**config.mk**
```make
export PLATFORM = sky130hd
export DESIGN_NAME = mem_access_ctrl
export DESIGN_NICKNAME = d
export VERILOG_FILES = /design/src/rtl/mem_access_ctrl.sv
export SDC_FILE = /design/constraint.sdc
export NUM_CORES = 1
export LEC_CHECK = 0
export CORE_MARGIN = 5
export CORE_UTILIZATION = 42
export DETAILED_ROUTE_END_ITERATION = 8
export PLACE_DENSITY = 0.86
export SLEW_MARGIN = 20
export SYNTH_ARGS = -nofsm -noshare
export SYNTH_HDL_FRONTEND = slang
export SYNTH_SLANG_ARGS = --single-unit
```
**constraint.sdc**
```tcl
create_clock -name clk -period 3.1 [get_ports clk]
set_input_delay 0.775 -clock clk [delete_from_list [all_inputs] [get_ports clk]]
set_output_delay 0.775 -clock clk [all_outputs]
set_load 0.1 [all_outputs]
```
**src/rtl/mem_access_ctrl.sv**
```systemverilog
// mem_access_ctrl: sequences data-memory loads, stores and sub-word read-modify-writes
module mem_access_ctrl #(
  parameter int MEM_LAT = 1,
  parameter int ADDR_W = 32
) (
  input  logic              clk,
  input  logic              reset,
  input  logic              start,
  input  logic [2:0]        op,
  input  logic [ADDR_W-1:0] addr,
  input  logic [31:0]       st_data_in,
  output logic [ADDR_W-1:0] mem_addr,
  output logic              mem_wr,
  output logic [2:0]        sh_sel,
  output logic [31:0]       st_data,
  output logic              mdr_en,
  output logic              busy,
  output logic              done,
  output logic              exc
);
  typedef enum logic [2:0] {IDLE, READ, LOAD, WRITE, EXC} state_t;
  state_t state, state_n;
  logic [2:0] op_q, op_n, cnt;
  logic accept, bad;
  assign accept = state == IDLE && start;
  assign op_n = accept ? op : op_q;
  // illegal op, or halfword/word access off its natural boundary
  always_comb bad = op[2:1] == 2'b11 || ((op == 3'b010 || op == 3'b101) && addr[0]) ||
                    ((op == 3'b001 || op == 3'b100) && addr[1:0] != 2'b00);
  // next state: sw writes directly, everything else legal waits out the read latency
  always_comb begin
    state_n = state;
    case (state)
      IDLE:  if (start) state_n = bad ? EXC : op == 3'b001 ? WRITE : READ;
      READ:  if (cnt == 3'd1) state_n = op_q >= 3'b011 ? LOAD : WRITE;
      default: state_n = IDLE;
    endcase
  end
  // state register
  always_ff @(posedge clk or posedge reset)
    if (reset) state <= IDLE;
    else state <= state_n;
  // request capture and read-latency counter; exceptions leave mem_addr untouched
  always_ff @(posedge clk or posedge reset)
    if (reset) begin
      op_q <= 3'b111;
      st_data <= '0;
      mem_addr <= '0;
      cnt <= '0;
    end else if (accept) begin
      op_q <= op;
      st_data <= st_data_in;
      if (!bad) mem_addr <= addr;
      cnt <= 3'(MEM_LAT);
    end else if (state == READ) cnt <= cnt - 3'd1;
  // Moore outputs registered from the upcoming state so they are glitch-free
  always_ff @(posedge clk or posedge reset)
    if (reset) begin
      mem_wr <= 1'b0;
      mdr_en <= 1'b0;
      done <= 1'b0;
      exc <= 1'b0;
      busy <= 1'b0;
      sh_sel <= 3'b111;
    end else begin
      mem_wr <= state_n == WRITE;
      mdr_en <= state_n == LOAD;
      done <= state_n == LOAD || state_n == WRITE || state_n == EXC;
      exc <= state_n == EXC;
      busy <= state_n != IDLE;
      sh_sel <= (state_n == LOAD || state_n == WRITE) ? op_n : 3'b111;
    end
endmodule

```
## Yosys cells after proc, flatten, opt, wreduce, memory -nomap -nowiden

Cells that the tools add are included.

- Logic and storage cells: 48
- Input bits: 70
- Output and inout port bits: 72
- Bits in registers: 81

- Bitwise logic cells: 1
- Equal/unequal tests: 10
- Magnitude comparators: 1
- Reduce and logical (&&, ||, !) cells: 14
- Mux-type cells: 10
- $add $sub $neg: 1

Operator list:

| kind | count |
|---|---|
| 3-bit two-way mux | 7 |
| 3-bit by 1-bit equality test with 1-bit output (second input constant) | 3 |
| 3-bit by 2-bit equality test with 1-bit output (second input constant) | 3 |
| 3-bit equality test (second input constant) | 3 |
| 1-bit logical OR | 6 |
| 3-bit one-hot mux with 2 select lines | 1 |
| 2-bit nonzero test | 2 |
| 3-bit by 2-bit >= comparator with 1-bit output (second input constant) | 1 |
| 1-bit logical AND | 3 |
| 3-bit logical NOT | 1 |
| 3-bit nonzero test | 1 |
| 3-bit by 1-bit subtractor with 3-bit output (second input constant) | 1 |
| 2-bit equality test (second input constant) | 1 |
| 2-bit two-way mux | 1 |
| 2-bit AND reduction | 1 |
| 1-bit two-way mux | 1 |
| 1-bit NOT | 1 |

## Logic depth before layout (Yosys ltp)

Gate-level depths: netlist of the first run.

- Depth in word-level cells: 11
- Gate-level depth with buffers: 5

## Least setup slack after synthesis of the first run

No wires, ideal clock.

- Path kind: input port to flip-flop
- From: in op[1]
- To: reg mem_addr[0]
- Arrival: 1.940 ns
- Path slack: 1.034 ns
- Stages on the path: 5
- Data required time: 2.975 ns
- Path buffers: 1
- Cell sequence: and3b_1 > o32ai_2 > nand2_4 > buf_6 > mux2_4

- Word-level cells in the longest chain between the ends: 7
- Elaborated cells on any way between the ends: 13
- Those cells by class: 5 x eq/ne; 1 x bitwise; 7 x reduce/logical

Ends and longest elaborated chain:

| item | RTL line | RTL |
|---|---|---|
| start, declared | 9 | `input logic [2:0] op,` |
| 3-bit by 2-bit equality test with 1-bit output / 3-bit equality test (equally long branches) | 28 | `always_comb bad = op[2:1] == 2'b11 \|\| ((op == 3'b010 \|\| op == 3'b101) && addr[0]) \|\|` |
| 1-bit logical OR | 28 |  |
| 1-bit logical AND | 28 |  |
| 1-bit logical OR | 28 |  |
| 1-bit logical OR * | 28 |  |
| 1-bit NOT (no line) * | n/a |  |
| 2-bit AND reduction (no line) * | n/a |  |
| end signal, assigned | 53 | `if (!bad) mem_addr <= addr;` |
| end, declared | 12 | `output logic [ADDR_W-1:0] mem_addr,` |

Every way passes the cells marked *; elsewhere a longest branch is shown, timed or not.
A chain may end at the register's enable or synchronous reset.

## Worst setup path in the final report of the first run

- From: in op[0]
- To: reg mem_addr[4]

Same word-level chain as after synthesis.

==> impl_metrics.json, run 1 <==
{
  "ys_top_cells_by_area": "dfrtp_1 58%, mux2_2 15%, mux2_4 12%",
  "fill_cells": 600,
  "grt_max_degree": 52,
  "design_area_um2": 4780,
  "syn2layout_area_growth_pct": 48.2,
  "cts-hold-fix-buffers": 0,
  "cts_num_sinks": 81,
  "drc": 0,
  "nNetsFinal": 414,
  "yosys.area.top_type_share_pct": 58.2,
  "clk-insertion-delay-late_ns": 0.33,
  "worstHoldPathType": "reg -> reg",
  "fin_ws_ns": 0.486,
  "num_rows": 32,
  "finalSetupViolations": 0,
  "synth_compound_area_share_pct": 3.02,
  "crit_required_ns": 3.31,
  "worst_slew_pin_slew_ns": 0.599,
  "yosys_warnings": 0,
  "synth_cell_types": 30,
  "rsz0062_at_grt": "no",
  "tns_ns": 0,
  "synth_area_um2": 3230,
  "worst_clock_skew_ns": 0.00707,
  "cts_buffers": 9,
  "post_cts_resize_count": 0,
  "cp-start-kind": "input port",
  "wl_per_cell_um": 15.0,
  "initial_utilization_pct": 42.4,
  "synthXorXnorAreaFrac_pct": 0.543,
  "crit_type": "in -> reg",
  "ys_ff_latch": 81,
  "path_cells": "clkdlybuf4s50_1 > and3b_1 > o32ai_2 > nand2_4 > mux2_4",
  "max_stage_delay_ns": 0.55,
  "diodes": 0,
  "grt_pass1_vias": 2240,
  "synth_mux_area_share_pct": 26.3,
  "first_pass_iters": 4,
  "synthCells": 194,
  "synth-simple-area-share_pct": 4.23,
  "clock.fmax_ghz": 0.383,
  "slew_headroom_pct": 60.0,
  "die-height_um": 97.7,
  "h-tree-depth": 3,
  "critPathSlowestCell": "clkdlybuf4s50_1",
  "io_buffers": 141,
  "critPathArrivalTime_ns": 2.83,
  "yosys.area.top_type": "dfrtp_1",
  "clk_pin_slew_worst_paths_ns": 0.07,
  "synthAdderAreaFrac_pct": 0.775,
  "cp_max_fo": 37,
  "fin_crit_sh_pct": 84.3,
  "post_cts_buffers": 0,
  "vias": 2070,
  "synth_seq_area_share_pct": 63.0,
  "hold_viol": 0,
  "wirelength_mm": 6.73,
  "cts_tree": "built",
  "dp_hpwl_mm": 5.09,
  "report.final.slew_viol_count": 0,
  "antenna_left": 0,
  "post-place-ws_ns": 0.129,
  "mostFrequentLayoutCells": "75 x dfrtp_1, 74 x buf_4, 69 x clkdlybuf4s50_1, 42 x mux2_2, 25 x mux2_4",
  "cts_root_buf": "clkbuf_8",
  "final_util_pct": 62.9,
  "grt_pass1_wl_mm": 11.3,
  "syn-num-nets": 266,
  "dpl_cell_area_um2": 4570,
  "gp_routability_congestion": 0.743,
  "avgSynthCellArea_um2": 16.6,
  "coreArea_um2": 7610,
  "drive_above_1_share_pct": 49.3,
  "io_pins": 142,
  "grt_usage_pct": 14.8,
  "via_per_inst": 4.61,
  "overflow": 0,
  "cap_violations": 0,
  "status": "complete, no violations",
  "drt-initial-drc-count": 65,
  "die_x_um": 97.7,
  "synth_top_family_by_area": "multiplexers",
  "die_area_um2": 9540,
  "mostFrequentLayoutCell": "dfrtp_1",
  "cp-end-kind": "flip-flop",
  "cts_buffer_depth": 2,
  "antenna_found_initial": 0,
  "fin_crit_ns": 2.61
}
==> routing by layer <==
| layer | share of wire (%) | wire (µm) | GRT usage (%) |
|---|---|---|---|
| met1 | 45 | 3010 | 18.9 |
| met2 | 46 | 3090 | 22.8 |
| met3 | 8.0 | 541 | 5.96 |
| met4 | 1.3 | 89 | 5.11 |
| met5 | 0 | 0 | 0 |
==> registers in the layout (all words and copies together), names as in the netlist <==
register / cells
mdr_en: 1
exc: 1
op_q: 3
mem_addr: 32
sh_sel: 3
cnt: 3
state: 3
busy: 1
done: 1
mem_wr: 1
st_data: 32
==> stage by stage <==
stage,instances,hold slack (ns)
2_1_floorplan,194,0.509
3_3_place_gp,433,0.489
3_5_place_dp,433,0.495
4_1_cts,449,0.514
5_1_grt,449,0.528
6_report,449,0.511
==> final cells by class <==
class                           instances  area, µm²  share of cell area (%)
Inverter                                4       16.3                   0.340
Tap cell                              102        128                    2.67
Timing Repair Buffer                  144       1270                    26.5
Clock buffer                           13        149                    3.11
Sequential cell                        81       2030                    42.5
Clock inverter                          3       65.1                    1.36
Multi-Input combinational cell        102       1120                    23.5
==> cell usage after synthesis <==
cell / count
dfrtp_1: 75
mux2_2: 42
mux2_4: 25
dfstp_2: 6
inv_1: 4
nor2_1: 4
buf_2: 3
buf_6: 3
nor2b_1: 3
or2_2: 3
a21bo_2: 2
ha_1: 2
nand2_1: 2
nand2b_1: 2
o21ai_0: 2
o22a_1: 2
a211oi_1: 1
a21boi_0: 1
a21boi_1: 1
a21oi_1: 1
and3b_1: 1
clkbuf_1: 1
nand2_4: 1
nand3b_1: 1
nor3b_2: 1
nor4b_4: 1
o22ai_1: 1
o32ai_2: 1
xnor2_1: 1
xor2_1: 1
==> worst max-delay path: cells and delay by family <==
family	cells	cell delay (ns)
AOI/OAI and AO/OA	1	0.41
muxes	1	0.43
and+or+nand+nor	2	0.65
buffers and inverters	1	0.55
==> cells by family after synthesis <==
kind of cell,Yosys count
flip-flops,81
multiplexers,67
AND/OR/NAND/NOR,19
AO/OA/AOI/OAI,12
buffers and inverters,11
XOR/XNOR,2
adder cells (fa/ha/maj),2
==> worst paths after layout <==
| kind | slack, ns | end | cells after the start | start |
|---|---|---|---|---|
| worst max-delay path | 0.49 | mem_addr[4] | 5 | op[0] |
| worst min-delay path | 0.51 | st_data[22] | 1 | st_data[22] |
| worst min register to register | 0.51 | st_data[22] | 1 | st_data[22] |
| worst max register to register | 1.31 | mem_addr[4] | 3 | state[2] |
| max in group asynchronous | 1.62 | op_q[2] | 3 | reset |
| min in group asynchronous | 0.78 | mem_addr[8] | 2 | reset |
Power of run 1 is not shown: default switching activity piles up to over one toggle a cycle in this logic, so the estimate is an artifact.
==> run 2, diff against run 1 <==
- CORE_UTILIZATION: 42 -> 38
- PLACE_DENSITY: 0.86 -> 0.83
- clock period: 3.1 -> 2.4 ns (I/O delays scaled with it)
==> run 2 against run 1 <==
Non-clock buffer count up 5. Hold slack better by 0.00068 ns. Largest cell class unchanged. Register-to-register slack worse by 0.58 ns. Critical path type unchanged.
==> impl_metrics.json, run 2 (synthesized netlist as in run 1, its figures left out) <==
{
  "syn2layout_area_growth_pct": 49.4,
  "report.final.slew_viol_count": 0,
  "die-height_um": 102,
  "critPathSlowestCell": "clkdlybuf4s50_1",
  "h-tree-depth": 3,
  "via_per_inst": 4.57,
  "drive_above_1_share_pct": 50.6,
  "cp-end-kind": "flip-flop",
  "io_pins": 142,
  "cap_violations": 0,
  "dp_hpwl_mm": 5.27,
  "max_stage_delay_ns": 0.51,
  "path_cells": "clkdlybuf4s50_1 > and3b_1 > o32ai_2 > nand2_4 > buf_12 > mux2_4",
  "die_x_um": 102,
  "cts_num_sinks": 81,
  "grt_pass1_vias": 2328,
  "cp-start-kind": "input port",
  "cts-hold-fix-buffers": 0,
  "vias": 2087,
  "cts_tree": "built",
  "gp_routability_congestion": 0.750,
  "wl_per_cell_um": 15.5,
  "post_cts_resize_count": 0,
  "slew_headroom_pct": 70.5,
  "num_rows": 33,
  "io_buffers": 141,
  "crit_type": "in -> reg",
  "clk_pin_slew_worst_paths_ns": 0.08,
  "r2r_slack_ns": 0.73,
  "initial_utilization_pct": 39.1,
  "crit_required_ns": 2.63,
  "post-place-ws_ns": -0.00998,
  "hold_viol": 0,
  "critPathArrivalTime_ns": 2.28,
  "status": "complete, no violations",
  "holdWs_ns": 0.512,
  "dpl_cell_area_um2": 4630,
  "drc": 0,
  "rsz0062_at_grt": "no",
  "worstHoldPathType": "reg -> reg",
  "overflow": 0,
  "finalSetupViolations": 0,
  "design_area_um2": 4820,
  "die_area_um2": 10400,
  "grt_max_degree": 82,
  "cts_buffers": 9,
  "cp_num_buf_inv": 2,
  "worst_clock_skew_ns": 0.00829,
  "grt_pass1_wl_mm": 11.2,
  "grt_usage_pct": 13.8,
  "cp_max_fo": 32,
  "top_regs": "mem_addr (32), st_data (32)",
  "mostFrequentLayoutCell": "buf_4",
  "clk-insertion-delay-late_ns": 0.34,
  "wirelength_mm": 7.08,
  "worst_slew_pin_slew_ns": 0.441,
  "mostFrequentLayoutCells": "78 x buf_4, 75 x dfrtp_1, 69 x clkdlybuf4s50_1, 42 x mux2_2, 25 x mux2_4",
  "coreArea_um2": 8260,
  "post_cts_buffers": 0,
  "nNetsFinal": 419,
  "fill_cells": 692,
  "fin_crit_ns": 2.05,
  "first_pass_iters": 4,
  "antenna_found_initial": 0,
  "cts_buffer_depth": 2,
  "fin_ws_ns": 0.345,
  "fin_crit_sh_pct": 85.6,
  "cts_root_buf": "clkbuf_8",
  "clock.fmax_ghz": 0.487,
  "antenna_left": 0,
  "drt-initial-drc-count": 39,
  "diodes": 0,
  "path_delay_family": "buffers and inverters"
}
==> run 2: worst paths after layout <==
kind                                  start      endpoint  cells past startpoint
min in group asynchronous             reset   st_data[10]                      3
worst min register to register  st_data[24]   st_data[24]                      1
worst max-delay path                  op[0]  mem_addr[27]                      6
max in group asynchronous             reset       op_q[2]                      3
worst max register to register     state[2]  mem_addr[27]                      5
worst min-delay path            st_data[24]   st_data[24]                      1
==> run 2: metrics by stage <==
stage	std cells	setup TNS, ns	utilization, %
after global routing	457	0	58.4
after CTS	457	0	58.4
after global placement	441	0	56.0
after detailed placement	441	-0.0298	56.0
after floorplan	194	0	-
final	457	0	58.4
==> run 2: final cells by class <==
cell class	count	area, µm²	share of cell area (%)
tap	105	131	2.73
timing repair buffer	149	1320	27.3
multi-input combinational	102	1120	23.3
sequential	81	2030	42.2
inverter	4	18.8	0.389
clock buffer	10	128	2.65
clock inverter	6	67.6	1.40
==> run 2: layer usage <==
metal	GRT usage [%]	up-vias	share of wire [%]
met5	0	-	0
met4	5.15	0	0.57
met3	4.71	8	11
met2	21.5	96	47
met1	17.8	1004	41
li1	-	979	-
Power of run 2 is left out for the same reason.
==> run 3, diff against run 2 <==
- CORE_ASPECT_RATIO: not set -> 0.75
==> run 3 against run 2 <==
Sequential share of layout area down 1.4 points. Critical path type unchanged. Cell count up 0.66%. Flip-flop and latch count unchanged.
==> impl_metrics.json, run 3 (synthesized netlist as in run 1, its figures left out) <==
{
  "m1WireLength_mm": 2.94,
  "cts_tree": "built",
  "dr_wl_met3_um": 801,
  "drc": 0,
  "worstReg2RegStart": "state[2]",
  "slew_headroom_pct": 70.0,
  "clk_pin_slew_worst_paths_ns": 0.06,
  "max_stage_delay_ns": 0.51,
  "clk-insertion-delay-late_ns": 0.32,
  "path_cells": "clkdlybuf4s50_1 > and3b_1 > o32ai_2 > nand2_4 > buf_12 > mux2_4",
  "antenna_left": 0,
  "cp-end-kind": "flip-flop",
  "grt_usage_pct": 13.7,
  "syn2layout_area_growth_pct": 54.5,
  "hold_viol": 0,
  "dpl_cell_area_um2": 4650,
  "via_per_inst": 4.61,
  "r2r_slack_ns": 0.72,
  "dp_hpwl_mm": 5.41,
  "mostFrequentLayoutCell": "buf_4",
  "critPathArrivalTime_ns": 2.25,
  "drt-initial-drc-count": 69,
  "post_cts_resize_count": 0,
  "fill_cells": 664,
  "critPathSlowestCell": "clkdlybuf4s50_1",
  "wl_per_cell_um": 15.5,
  "worstHoldPathType": "reg -> reg",
  "min_from": "st_data[28]",
  "vias": 2119,
  "cts-hold-fix-buffers": 0,
  "crit_required_ns": 2.60,
  "cts_root_buf": "clkbuf_16",
  "worst_clock_skew_ns": 0.00725,
  "grt_pass1_vias": 2240,
  "top_regs": "mem_addr (32), st_data (32)",
  "h-tree-depth": 3,
  "clock.fmax_ghz": 0.488,
  "io_pins": 142,
  "cts_num_sinks": 81,
  "grt_pass1_wl_mm": 11.3,
  "report.final.slew_viol_count": 0,
  "wirelength_mm": 7.14,
  "dr.max_layer_used": "met4",
  "hold-path-endpoint": "st_data[28]",
  "grt_max_degree": 82,
  "cts_buffers": 9,
  "overflow": 0,
  "antenna_found_initial": 0,
  "coreArea_um2": 8380,
  "finalSetupViolations": 0,
  "reg2reg_to": "st_data[11]",
  "die_x_um": 116,
  "path_delay_family": "buffers and inverters",
  "die_area_um2": 10500,
  "mostFrequentLayoutCells": "76 x buf_4, 75 x dfrtp_1, 69 x clkdlybuf4s50_1, 42 x mux2_2, 25 x mux2_4",
  "hold-path-cell-count": 1,
  "first_pass_iters": 4,
  "gp_routability_congestion": 0.716,
  "fin_crit_ns": 2.05,
  "drive_above_1_share_pct": 50.9,
  "cp_num_buf_inv": 2,
  "status": "complete, no violations",
  "crit_type": "in -> reg",
  "rr_worst_depth": 3,
  "wl_met2_mm": 3.34,
  "cts_buffer_depth": 2,
  "cp_max_fo": 18,
  "fin_crit_sh_pct": 85.4,
  "cp-start-kind": "input port",
  "seq_area_um2": 2030,
  "initial_utilization_pct": 38.5,
  "worst_slew_pin_slew_ns": 0.449,
  "multi_input_area_um2": 1120,
  "nNetsFinal": 419,
  "design_area_um2": 4980,
  "tns_ns": 0,
  "cap_violations": 0,
  "rsz0062_at_grt": "no",
  "num_rows": 29,
  "io_buffers": 141,
  "die-height_um": 89.8,
  "diodes": 0,
  "post_cts_buffers": 0
}
## run 3: cell types whose count changed in the layout (fill, tap and decap cells not counted)
cell,change
bufinv_16,+1
buf_4,-2
clkbuf_16,+9
clkbuf_1,-1
clkinv_4,+2
clkinvlp_4,-2
buf_12,+2
inv_6,-1
clkbuf_8,-8
## run 3: through the flow
step | cells | hold WS (ns) | worst slack, ns | util (%)
after floorplan | 194 | 0.509 | 0.509 | -
after global placement | 444 | 0.490 | 0.0410 | 55.5
after detailed placement | 444 | 0.497 | 0.000823 | 55.5
after CTS | 460 | 0.510 | 0.353 | 59.5
after global routing | 460 | 0.517 | 0.284 | 59.5
final | 460 | 0.507 | 0.351 | 59.5
## run 3: area by class of cell
class	instances	area share, %
Sequential cell	81	40.8
Timing Repair Buffer	149	26.9
Multi-Input combinational cell	102	22.6
Clock buffer	10	4.79
Tap cell	108	2.71
Clock inverter	6	1.83
Inverter	4	0.377
## run 3: how the worst max path moves through the flow
stage	startpoint	endpoint	slack (ns)	depth (start not counted)
6_report	op[0]	mem_addr[3]	0.35	6
5_1_grt	op[1]	mem_addr[7]	0.28	6
4_1_cts	op[0]	mem_addr[7]	0.35	6
3_5_place_dp	op[0]	mem_addr[7]	0.0008	6
3_3_place_gp	op[0]	mem_addr[6]	0.04	6
2_1_floorplan	op[1]	mem_addr[0]	0.51	5
## run 3: routing by layer
layer,vias up,global-route usage (%)
met5,-,0
met4,0,4.35
met3,4,5.37
met2,91,21.3
met1,1045,17.5
li1,979,-
Power of run 3 is left out for the same reason.
